$ cat config.mk
export PLATFORM = sky130hd
export DESIGN_NAME = mips_multicycle_ctrl
export DESIGN_NICKNAME = d
export VERILOG_FILES = /design/src/rtl/mips_multicycle_ctrl.sv
export SDC_FILE = /design/constraint.sdc
export NUM_CORES = 1
export LEC_CHECK = 0
export CAP_MARGIN = 20
export CELL_PAD_IN_SITES_DETAIL_PLACEMENT = 1
export CELL_PAD_IN_SITES_GLOBAL_PLACEMENT = 2
export CORE_ASPECT_RATIO = 1.4
export CORE_MARGIN = 2
export CORE_UTILIZATION = 29
export DETAILED_ROUTE_END_ITERATION = 16
export GPL_TIMING_DRIVEN = 0
export HOLD_SLACK_MARGIN = 0.03
export PLACE_DENSITY = 0.83
export SYNTH_ARGS = -nofsm -noshare
export SYNTH_HDL_FRONTEND = slang
export SYNTH_SLANG_ARGS = --single-unit
$ cat constraint.sdc
create_clock -name clk -period 5.55 [get_ports clk]
set_input_delay 1.3875 -clock clk [delete_from_list [all_inputs] [get_ports clk]]
set_output_delay 1.3875 -clock clk [all_outputs]
set_load 0.005 [all_outputs]
$ cat src/rtl/mips_multicycle_ctrl.sv
// Multi-cycle MIPS control FSM: sequences ALU, memory, IR, PC and register file writes.
// Outputs decode the current state; a retired-instruction counter tracks completed work.
module mips_multicycle_ctrl #(
    parameter int CNT_W = 32
) (
    input  logic             clk,
    input  logic             rst_n,
    input  logic [5:0]       opcode,
    input  logic             mem_ready,
    output logic             PCWrite,
    output logic             Branch,
    output logic             IorD,
    output logic             MemRead,
    output logic             MemWrite,
    output logic             IRWrite,
    output logic             MemtoReg,
    output logic             RegDst,
    output logic             RegWrite,
    output logic             ALUSrcA,
    output logic [1:0]       ALUSrcB,
    output logic [1:0]       ALUOp,
    output logic [1:0]       PCSrc,
    output logic [3:0]       state,
    output logic             illegal_op,
    output logic [CNT_W-1:0] instr_count
);

    typedef enum logic [3:0] {
        S_FETCH   = 4'd0,
        S_DECODE  = 4'd1,
        S_MEMADR  = 4'd2,
        S_MEMRD   = 4'd3,
        S_MEMWB   = 4'd4,
        S_MEMWR   = 4'd5,
        S_EXECUTE = 4'd6,
        S_ALUWB   = 4'd7,
        S_BRANCH  = 4'd8,
        S_ADDIEX  = 4'd9,
        S_ADDIWB  = 4'd10,
        S_JUMP    = 4'd11
    } state_e;

    localparam logic [5:0] OP_RTYPE = 6'b000000;
    localparam logic [5:0] OP_LW    = 6'b100011;
    localparam logic [5:0] OP_SW    = 6'b101011;
    localparam logic [5:0] OP_BEQ   = 6'b000100;
    localparam logic [5:0] OP_ADDI  = 6'b001000;
    localparam logic [5:0] OP_J     = 6'b000010;

    state_e           state_q, state_d;
    state_e           dec_state;
    logic [CNT_W-1:0] cnt_q, cnt_d;
    logic             retire;
    logic             illegal_dec;

    always_comb begin
        state_d     = state_q;
        retire      = 1'b0;
        illegal_dec = 1'b0;
        case (state_q)
            S_FETCH: begin
                if (mem_ready) state_d = S_DECODE;
            end
            S_DECODE: begin
                case (opcode)
                    OP_LW, OP_SW: state_d = S_MEMADR;
                    OP_RTYPE:     state_d = S_EXECUTE;
                    OP_BEQ:       state_d = S_BRANCH;
                    OP_ADDI:      state_d = S_ADDIEX;
                    OP_J:         state_d = S_JUMP;
                    default: begin
                        state_d     = S_FETCH;
                        illegal_dec = 1'b1;
                    end
                endcase
            end
            S_MEMADR: begin
                state_d = (opcode == OP_LW) ? S_MEMRD : S_MEMWR;
            end
            S_MEMRD: begin
                if (mem_ready) state_d = S_MEMWB;
            end
            S_MEMWB: begin
                state_d = S_FETCH;
                retire  = 1'b1;
            end
            S_MEMWR: begin
                if (mem_ready) begin
                    state_d = S_FETCH;
                    retire  = 1'b1;
                end
            end
            S_EXECUTE: state_d = S_ALUWB;
            S_ALUWB: begin
                state_d = S_FETCH;
                retire  = 1'b1;
            end
            S_BRANCH: begin
                state_d = S_FETCH;
                retire  = 1'b1;
            end
            S_ADDIEX: state_d = S_ADDIWB;
            S_ADDIWB: begin
                state_d = S_FETCH;
                retire  = 1'b1;
            end
            S_JUMP: begin
                state_d = S_FETCH;
                retire  = 1'b1;
            end
            default: state_d = S_FETCH;
        endcase
    end

    assign cnt_d = retire ? cnt_q + 1'b1 : cnt_q;

    always_ff @(posedge clk) begin
        if (!rst_n) begin
            state_q <= S_FETCH;
            cnt_q   <= '0;
        end else begin
            state_q <= state_d;
            cnt_q   <= cnt_d;
        end
    end

    // While in reset the datapath sees a FETCH decode with every write enable masked.
    assign dec_state = rst_n ? state_q : S_FETCH;

    always_comb begin
        PCWrite  = 1'b0;
        Branch   = 1'b0;
        IorD     = 1'b0;
        MemRead  = 1'b0;
        MemWrite = 1'b0;
        IRWrite  = 1'b0;
        MemtoReg = 1'b0;
        RegDst   = 1'b0;
        RegWrite = 1'b0;
        ALUSrcA  = 1'b0;
        ALUSrcB  = 2'b00;
        ALUOp    = 2'b00;
        PCSrc    = 2'b00;
        case (dec_state)
            S_FETCH: begin
                MemRead = 1'b1;
                ALUSrcB = 2'b01;
                IRWrite = mem_ready;
                PCWrite = mem_ready;
            end
            S_DECODE: begin
                ALUSrcB = 2'b11;
            end
            S_MEMADR: begin
                ALUSrcA = 1'b1;
                ALUSrcB = 2'b10;
            end
            S_MEMRD: begin
                IorD    = 1'b1;
                MemRead = 1'b1;
            end
            S_MEMWB: begin
                MemtoReg = 1'b1;
                RegWrite = 1'b1;
            end
            S_MEMWR: begin
                IorD     = 1'b1;
                MemWrite = 1'b1;
            end
            S_EXECUTE: begin
                ALUSrcA = 1'b1;
                ALUOp   = 2'b10;
            end
            S_ALUWB: begin
                RegDst   = 1'b1;
                RegWrite = 1'b1;
            end
            S_BRANCH: begin
                ALUSrcA = 1'b1;
                ALUOp   = 2'b01;
                PCSrc   = 2'b01;
                Branch  = 1'b1;
            end
            S_ADDIEX: begin
                ALUSrcA = 1'b1;
                ALUSrcB = 2'b10;
            end
            S_ADDIWB: begin
                RegWrite = 1'b1;
            end
            S_JUMP: begin
                PCSrc   = 2'b10;
                PCWrite = 1'b1;
            end
            default: ;
        endcase
        if (!rst_n) begin
            PCWrite  = 1'b0;
            IRWrite  = 1'b0;
        end
    end

    assign illegal_op  = rst_n & illegal_dec;
    assign state       = state_q;
    assign instr_count = cnt_q;

endmodule

==> impl_metrics.env <==
export IMPL_worst_slack_ns=0.927
export IMPL_worstPathMaxFanout=5
export IMPL_ys_ff_latch=36
export IMPL_cp_arrival_ns=3.24
export IMPL_syn_area_um2=2170
export IMPL_finalHoldViolations=0
export IMPL_synthCells=262
export IMPL_p_leak_nw=1.12
export IMPL_drive_gt1_share_pct=6.06
export IMPL_endpoint_kind="output port"
export IMPL_diodes=0
export IMPL_holdBufCountCts=0
export IMPL_stdcell_area_um2=3010
export IMPL_synth_top_area_share_pct=33.1
export IMPL_cts_tree="done"
export IMPL_slowest_stage="clkdlybuf4s50_1"
export IMPL_pre_cts_ws_ns=0.895
export IMPL_max_freq_mhz=216
export IMPL_synth_area_leader_cell="dfxtp_1"
export IMPL_worst_slew_pin_slew_ns=0.557
export IMPL_dp_hpwl_um=5170
export IMPL_vias=2202
export IMPL_final_antenna_net_count=0
export IMPL_p_per_area_nw_per_um2=178
export IMPL_routed_wl_um=6850
export IMPL_dpl_cell_area_um2=2900
export IMPL_track_usage_pct=16.7
export IMPL_final_cells=427
export IMPL_hold_class="flop to flop"
export IMPL_ios=62
export IMPL_critPathMaxStageDelay_ns=0.57
export IMPL_postCtsSetupBuffers=0
export IMPL_yosysWarnings=0
export IMPL_clk_path_buf_depth=2
export IMPL_vdd_drop_max_uv=96.6
export IMPL_antenna_found_initial=0
export IMPL_start_util_pct=29.7
export IMPL_ys_types=48
export IMPL_ys_top_cells_by_count="36 x dfxtp_1, 23 x nand2_1, 19 x and2_1"
export IMPL_finalClockSkew_ns=0.00768
export IMPL_syn_num_nets=272
export IMPL_synth_area_per_cell_um2=8.30
export IMPL_maxSlewViolCount=0
export IMPL_required_ns=4.16
export IMPL_synth_area_leaders="dfxtp_1 33%, and2_1 5.5%, xor2_1 4.4%"
export IMPL_rsz0062_at_grt="false"
export IMPL_rows=37
export IMPL_setup_viol=0
export IMPL_clock_latency_ns=0.29
export IMPL_synth_main_ff_cell="dfxtp_1"
export IMPL_cp_top_family="buffers and inverters"
export IMPL_die_w_um=77.2
export IMPL_multi_input_area_um2=1350
export IMPL_drcViolationCount=0
export IMPL_critPathKind="input port to output port"
export IMPL_via_per_inst=5.16
export IMPL_port_buffers=60
export IMPL_dp_cells=419
export IMPL_post_drt_wl_per_cell_um=16.0
export IMPL_start_kind="input port"
export IMPL_relSlewSlack_pct=62.6
export IMPL_firstDrtPassIters=4
export IMPL_path_cells="clkdlybuf4s50_1 -> xor2_1 -> o21ai_0 -> nor4_1 -> nor4bb_1 -> clkdlybuf4s50_1"
export IMPL_h_tree_depth=2
export IMPL_status="finished clean"
export IMPL_cts_num_sinks=36
export IMPL_async_reset_ff_share_pct=0
export IMPL_drtIter0Drc=73
export IMPL_cp_buffers_inverters=2
export IMPL_syn2layout_area_growth_pct=38.3
export IMPL_core_um2=7310
export IMPL_clk_pin_slew_ns=0.07
export IMPL_layout_nets=339
export IMPL_hold_ws_ns=0.476
export IMPL_grt_max_degree=13
export IMPL_yosysSeqAreaShare_pct=33.1
export IMPL_first_global_vias=2215
export IMPL_final_min_period_over_clock_period_pct=83.3
export IMPL_grt_pass1_wl_um=11200
export IMPL_die_h_um=106
export IMPL_synth_most_common_cell="dfxtp_1"
export IMPL_crit_top_cell="clkdlybuf4s50_1"
export IMPL_gp_congestion=0.837
export IMPL_post_cts_resized=0
export IMPL_synth_edf_count=0
export IMPL_min_period_ns=4.62
export IMPL_fillers=917
export IMPL_seqCellArea_um2=721
export IMPL_drv_cap=0
export IMPL_finish_utilization_pct=41.1
export IMPL_overflow=0
export IMPL_fin_setup_tns_ns=0
export IMPL_root_buffer="clkbuf_8"
export IMPL_p_total_mw=0.535
export IMPL_die_area_um2=8220
export IMPL_cts_buffers=5
-- sequential cells by signal, summed over array words and instances, names as in the netlist --
| signal | flops |
|---|---|
| instr_count | 32 |
| state | 4 |
-- where the power goes --
group	total [mW]	switching (mW)	internal [mW]
sequential	0.259	0.000680	0.259
combinational	0.0419	0.0229	0.0191
clock	0.234	0.101	0.133
-- tightest hold or removal path, delay by kind of cell (launching register included) --
family | cells | cell delay (ns)
DFF | 1 | 0.33
muxes | 1 | 0.05
and+or+nand+nor | 1 | 0.06
-- layer usage --
| metal | up-vias | track usage [%] | wire length, um |
|---|---|---|---|
| li1 | 1085 | - | - |
| met1 | 1063 | 19.6 | 2990 |
| met2 | 46 | 30.4 | 3520 |
| met3 | 8 | 2.89 | 222 |
| met4 | 0 | 5.74 | 113 |
| met5 | - | 0 | 0 |
-- layout make-up --
| class | instances | area share (%) |
|---|---|---|
| clock buffers | 5 | 2.29 |
| plain buffers | 17 | 3.16 |
| well taps | 97 | 4.03 |
| inverters | 3 | 0.374 |
| flip-flops and latches | 36 | 24.0 |
| multi-input cells | 206 | 44.8 |
| repair buffers | 60 | 20.0 |
| clock inverters | 3 | 1.41 |
-- cell usage in the layout, fill, tap and decap left out, types with 4 or more instances in the layout --
cell type and n:
o21ai_0 8, nand3_1 16, and2_1 19, clkdlybuf4s50_1 60, mux2i_1 8, clkbuf_8 5, and3_1 11, nor2_1 12
nor3_1 7, xor2_1 11, nand2_1 23, and4_1 5, nand4_1 10, nor4_1 11, nand2b_1 13, o31ai_1 5
buf_4 4, clkbuf_1 10, dfxtp_1 36, xnor2_1 9
-- path summary, 6_finish.rpt --
check | start | to | slack [ns] | cells after the start
max | opcode[3] | illegal_op | 0.93 | 6
min | instr_count[31]$_SDFFE_PN0P_ | instr_count[31]$_SDFFE_PN0P_ | 0.48 | 2
min reg2reg | instr_count[31]$_SDFFE_PN0P_ | instr_count[31]$_SDFFE_PN0P_ | 0.48 | 2
max reg2reg | state[0]$_SDFFE_PN0P_ | instr_count[28]$_SDFFE_PN0P_ | 3.36 | 7
-- cell families (layout without fill, tap and decap cells) --
| logic type | after synthesis | count (layout) | share of synthesized area [%] |
|---|---|---|---|
| xor+xnor | 20 | 20 | 8.06 |
| simple gates | 143 | 143 | 37.5 |
| buf+inv | 20 | 88 | 4.89 |
| fa+ha+maj | 1 | 1 | 0.575 |
| flops | 36 | 36 | 33.1 |
| compound gates | 33 | 33 | 11.6 |
| mux | 9 | 9 | 4.20 |
Power figures use the tool's default switching activity.
